==> src/rtl/prio_codec_pkg.sv <==
// Shared types and helpers for the 8-to-3 priority encoder / 3-to-8 decoder pair.
// Both sides of the link import this package.
package prio_codec_pkg;

  localparam int CODE_W = 3;
  localparam int VEC_W  = 8;

  typedef enum logic {IDLE, HOLD} state_t;

  // Bit 0 of the vector is the leftmost element, so code 0 lands on v[0].
  function automatic logic [0:VEC_W-1] onehot3to8(input logic [CODE_W-1:0] code);
    logic [0:VEC_W-1] v;
    v       = '0;
    v[code] = 1'b1;
    return v;
  endfunction

endpackage

==> src/rtl/priority_decoder_hold_if.sv <==
// Code-in / strobe-out link between an encoded-index source and the hold decoder.
interface priority_decoder_hold_if;
  import prio_codec_pkg::*;

  logic [CODE_W-1:0] code_in;
  logic              code_valid;
  logic              code_ready;
  logic [0:VEC_W-1]  y;
  logic              y_valid;
  logic              done;

  modport master (output code_in, code_valid, input code_ready, y, y_valid, done);
  modport slave  (input code_in, code_valid, output code_ready, y, y_valid, done);

endinterface

==> src/rtl/onehot_decode_3to8.sv <==
// Combinational 3-to-8 one-hot decoder with enable; all-zero output when disabled.
module onehot_decode_3to8
  import prio_codec_pkg::*;
(
  input  logic [CODE_W-1:0] code,
  input  logic              en,
  output logic [0:VEC_W-1]  vec
);

  for (genvar gi = 0; gi < VEC_W; gi++) begin : g_line
    assign vec[gi] = en && (code == CODE_W'(gi));
  end

endmodule

==> src/rtl/priority_decoder_hold.sv <==
// Rebuilds a one-hot strobe from an encoded index and holds it for HOLD_CYCLES cycles.
// A new code may be accepted on the last hold cycle so consecutive strobes abut.
module priority_decoder_hold
  import prio_codec_pkg::*;
#(
  parameter int HOLD_CYCLES = 4,
  parameter int CNT_W       = 8
) (
  input  logic                    clk,
  input  logic                    rst,
  priority_decoder_hold_if.slave  bus
);

  localparam logic [CNT_W-1:0] RELOAD = CNT_W'(HOLD_CYCLES - 1);

  state_t           state_reg;
  logic [CNT_W-1:0] cnt_reg;
  logic [0:VEC_W-1] y_reg;
  logic             y_valid_reg;
  logic             done_reg;

  logic             take;
  logic [0:VEC_W-1] dec_vec;

  // cnt_reg is zero in IDLE and on the last hold cycle, which are exactly the accept windows.
  assign bus.code_ready = (state_reg == IDLE) || (cnt_reg == '0);
  assign take           = bus.code_valid && bus.code_ready;

  onehot_decode_3to8 u_decode (
    .code (bus.code_in),
    .en   (take),
    .vec  (dec_vec)
  );

  always_ff @(posedge clk) begin
    if (rst) begin
      state_reg   <= IDLE;
      cnt_reg     <= '0;
      y_reg       <= '0;
      y_valid_reg <= 1'b0;
      done_reg    <= 1'b0;
    end else begin
      case (state_reg)
        IDLE: begin
          if (take) begin
            state_reg   <= HOLD;
            cnt_reg     <= RELOAD;
            y_reg       <= dec_vec;
            y_valid_reg <= 1'b1;
            done_reg    <= (HOLD_CYCLES == 1);
          end
        end
        HOLD: begin
          if (cnt_reg != '0) begin
            cnt_reg  <= cnt_reg - CNT_W'(1);
            done_reg <= (cnt_reg == CNT_W'(1));
          end else if (take) begin
            cnt_reg     <= RELOAD;
            y_reg       <= dec_vec;
            y_valid_reg <= 1'b1;
            done_reg    <= (HOLD_CYCLES == 1);
          end else begin
            state_reg   <= IDLE;
            y_reg       <= '0;
            y_valid_reg <= 1'b0;
            done_reg    <= 1'b0;
          end
        end
        default: begin
          state_reg   <= IDLE;
          cnt_reg     <= '0;
          y_reg       <= '0;
          y_valid_reg <= 1'b0;
          done_reg    <= 1'b0;
        end
      endcase
    end
  end

  assign bus.y       = y_reg;
  assign bus.y_valid = y_valid_reg;
  assign bus.done    = done_reg;

endmodule

==> src/flat_wrapper.sv <==
// flat-port wrapper written by rule: the top's interface ports become plain ports
module priority_decoder_hold_flat import prio_codec_pkg::*;
#(
  parameter int HOLD_CYCLES = 4,
  parameter int CNT_W       = 8
)
  (clk, rst, bus_code_in, bus_code_valid, bus_code_ready, bus_y, bus_y_valid, bus_done);
  priority_decoder_hold_if bus_i ();
  input  logic clk;
  input  logic rst;
  input wire logic [$bits(bus_i.code_in)-1:0] bus_code_in;
  input wire logic [$bits(bus_i.code_valid)-1:0] bus_code_valid;
  output wire logic [$bits(bus_i.code_ready)-1:0] bus_code_ready;
  output wire logic [$bits(bus_i.y)-1:0] bus_y;
  output wire logic [$bits(bus_i.y_valid)-1:0] bus_y_valid;
  output wire logic [$bits(bus_i.done)-1:0] bus_done;
  assign bus_i.code_in = bus_code_in;
  assign bus_i.code_valid = bus_code_valid;
  assign bus_code_ready = bus_i.code_ready;
  assign bus_y = bus_i.y;
  assign bus_y_valid = bus_i.y_valid;
  assign bus_done = bus_i.done;
  priority_decoder_hold #(.HOLD_CYCLES(HOLD_CYCLES), .CNT_W(CNT_W)) u_core (.clk(clk), .rst(rst), .bus(bus_i));
endmodule
==> config.mk <==
export PLATFORM = sky130hd
export DESIGN_NAME = priority_decoder_hold_flat
export DESIGN_NICKNAME = d
export VERILOG_FILES = /design/src/rtl/prio_codec_pkg.sv /design/src/rtl/priority_decoder_hold_if.sv /design/src/rtl/onehot_decode_3to8.sv /design/src/rtl/priority_decoder_hold.sv /design/src/flat_wrapper.sv
export SDC_FILE = /design/constraint.sdc
export NUM_CORES = 1
export LEC_CHECK = 0
export ABC_AREA = 1
export CAP_MARGIN = 5
export CORE_ASPECT_RATIO = 0.8
export CORE_MARGIN = 2
export CORE_UTILIZATION = 40
export CTS_CLUSTER_DIAMETER = 40
export DETAILED_ROUTE_END_ITERATION = 12
export PLACE_DENSITY = 0.66
export RECOVER_POWER = 100
export SYNTH_ARGS = -nofsm -noshare
export SYNTH_HDL_FRONTEND = slang
export SYNTH_HIERARCHICAL = 1
export SYNTH_SLANG_ARGS = --single-unit
==> constraint.sdc <==
create_clock -name clk -period 3.95 [get_ports clk]
set_clock_uncertainty 0.15 [all_clocks]
set_input_delay 0.395 -clock clk [delete_from_list [all_inputs] [get_ports clk]]
set_output_delay 0.395 -clock clk [all_outputs]
set_load 0.05 [all_outputs]
==> flow_metrics.py <==
metrics = {
    "run_status": {
        "outcome": "finished, final reports clean",
    },
    "cts": {
        "path_clk_slew_ns": 0.11,
        "cts_resized": 0,
        "cts_tree": "yes",
        "clock-sinks": 19,
        "cts_setup_buffers": 0,
        "numCtsBuffers": 3,
        "ctsHtreeMaxLevel": 1,
        "clock_latency_ns": 0.29,
        "postCtsHoldBufs": 0,
        "cts_root_buf": "clkbuf_4",
        "clockBufferDepth": 2,
    },
    "logic_synthesis": {
        "synth_seq_cells": 19,
        "synthCells": 150,
        "synthFlopType": "dfxtp_1",
        "synth_cell_types": 18,
        "syn_area_per_cell_um2": 6.56,
        "syn-cell-area_um2": 983,
        "synth_compound_area_share_pct": 13.2,
        "synth-edff-count": 0,
        "synth_area_leader_cell": "dfxtp_1",
        "synthSimpleGateAreaFrac_pct": 36.6,
        "synth_top_area_share_pct": 38.7,
        "synth.top_cells.by_count": "31 x nor2_1, 25 x nand2_1, 22 x nand3_1, 19 x dfxtp_1, 17 x inv_1",
        "synthTopCellsByArea": "dfxtp_1 39%, nor2_1 12%, nand3_1 11%",
        "synth_most_common_cell": "nor2_1",
        "synth_top_family_by_area": "simple AND/OR/NAND/NOR gates",
        "yosys_warnings": 6,
        "synth_fa_ha_area_share_pct": 2.54,
        "async_flop_share_pct": 0,
        "ys_seq_area_share_pct": 38.7,
        "synth-xor-area-share_pct": 0,
        "synth_mux_area_share_pct": 0,
        "syn-num-nets": 158,
    },
    "timing": {
        "period_needed_ns": 3.03,
        "finalMaxSlewViolations": 0,
        "tns_ns": 0,
        "grt_setup_unrepaired": "no",
        "fmax_mhz": 330,
        "fin_ws_ns": 0.919,
        "setup_viol": 0,
        "finalHoldViolations": 0,
        "min_period_over_period_pct": 76.7,
        "whs_ns": 0.335,
        "relSlewSlack_pct": 61.7,
        "tightestPinTransition_ns": 0.573,
    },
    "critical_path": {
        "r2r_setup_slack_ns": 1.70,
        "path_max_fanout": 18,
        "path_cells": "inv_1, ha_1, nand2_1, o21ai_4, dlygate4sd3_1",
        "worstSetupStartpoint": "u_core/cnt_reg[0]$_SDFF_PP0_",
        "r2r-start": "u_core/cnt_reg[0]$_SDFF_PP0_",
        "crit_path_max_incr_delay_ns": 0.95,
        "critPathKind": "flop to output pin",
        "cpMaxStageDelayCell": "dlygate4sd3_1",
        "cp_data_required_time_ns": 3.40,
        "critPathLaunchType": "flop",
        "endpoint_kind": "output pin",
        "arrival_ns": 2.49,
    },
    "final_layout": {
        "area_delta_synth_final_pct": 19.5,
        "drive_above_1_share_pct": 3.01,
        "num_antenna_cells": 0,
        "final_cells": 193,
        "num-nets-final": 175,
        "n_fill_cell": 242,
    },
    "die": {
        "die_area_um2": 2870,
        "start_util_pct": 41.3,
        "die_x_um": 59.4,
        "ioPinCount": 17,
        "rows": 16,
        "die_y_um": 48.4,
        "core_area_um2": 2380,
    },
    "power": {
        "switching_share_pct": 34.3,
        "peakVddDrop_mv": 0.212,
        "pwr-share-clk_pct": 23.1,
        "seqPwrFrac_pct": 49.9,
        "p_sw_uw": 144,
        "power_density_nw_per_um2": 358,
        "comb_power_share_pct": 27.0,
        "p_leak_nw": 0.508,
        "p_int_uw": 276,
    },
    "drt": {
        "drt_wl_total_um": 2140,
        "dr.pass1.iters": 4,
        "wl_per_cell_um": 11.1,
        "drtIter0Drc": 53,
        "vias_per_cell": 4.87,
        "postRouteAntennaNets": 0,
        "dr_total_vias": 939,
        "drc": 0,
    },
    "global_routing": {
        "antenna_found_initial": 0,
        "track_usage_pct": 16.4,
        "gr-total-overflow": 0,
        "grt_max_degree": 19,
        "grt_pass1_vias": 823,
        "grt_pass1_wl_um": 3710,
    },
    "placement": {
        "dp_hpwl_um": 1620,
        "dp_cells": 189,
        "io_buffers": 16,
        "place_congestion": 0.841,
        "dpl_worst_slack_ns": 1.34,
    },
    "hold_path": {
        "hold_start": "u_core/bus.y[7]$_SDFFE_PP0P_",
        "hp-class": "flop to flop",
    },
    "job": {
        "drv_cap": 0,
    },
}
final cells by class:
class | count | area, µm² | share of cell area [%]
multi-input cells | 110 | 510 | 43.5
inverters | 17 | 63.8 | 5.43
well taps | 27 | 33.8 | 2.88
flip-flops and latches | 19 | 380 | 32.4
repair buffers | 16 | 160 | 13.6
clock buffers | 4 | 26.3 | 2.24
stage by stage:
stage / instance area, µm² / util [%] / power [mW]
6_report: 1170 / 49.3 / 0.420
3_3_place_gp: 1150 / 48.4 / 0.328
5_1_grt: 1170 / 49.3 / 0.450
2_1_floorplan: 983 / - / 0.302
3_5_place_dp: 1150 / 48.4 / 0.330
4_1_cts: 1180 / 49.5 / 0.430
critical path: cells and delay by family (launching register included):
family	cells	cell delay (ns)
AOI/OAI and AO/OA	1	0.41
DFF	1	0.36
adders and majority gates	1	0.22
and+or+nand+nor	1	0.16
buffers and inverters	2	1.05
final timing paths:
kind	endpoint	depth (start not counted)
setup reg to reg	u_core/bus.y[2]$_SDFFE_PP0P_	10
setup / recovery	bus_code_ready	5
hold / removal	u_core/bus.y[7]$_SDFFE_PP0P_	2
hold reg to reg	u_core/bus.y[7]$_SDFFE_PP0P_	2
cells by family (layout without fill, tap and decap cells):
kind of cell	Yosys count	after routing
AND/OR/NAND/NOR	85	85
AO/OA/AOI/OAI	23	23
buffers and inverters	21	37
flip-flops	19	19
adder cells (fa/ha/maj)	2	2
power groups by stage:
stage               Sequential (mW)  Clock [mW]  Combinational [mW]
CTS                           0.210       0.104               0.117
detailed placement            0.214           0               0.116
floorplan                     0.221           0              0.0810
global route                  0.211       0.111               0.128
global placement              0.214           0               0.114
finish                        0.210      0.0971               0.113
placed cells by master (no fill, tap or decap):
cell	n
a21oi_1	13
clkbuf_1	1
clkbuf_4	3
clkdlybuf4s50_1	4
dfxtp_1	19
dlygate4sd3_1	12
ha_1	2
inv_1	17
nand2_1	26
nand3_1	22
nand4_1	1
nor2_1	32
nor2_2	1
nor3_1	3
o21ai_0	7
o21ai_4	1
o21bai_1	1
o22ai_1	1
routing by layer:
layer | vias to the layer above | GRT usage (%) | share of wire (%)
li1 | 516 | - | -
met3 | 0 | 4.81 | 3.2
met4 | 0 | 1.14 | 0
met1 | 411 | 25.2 | 55
met2 | 12 | 23.6 | 42
met5 | - | 0 | 0
(Power assumes the default switching activity.)
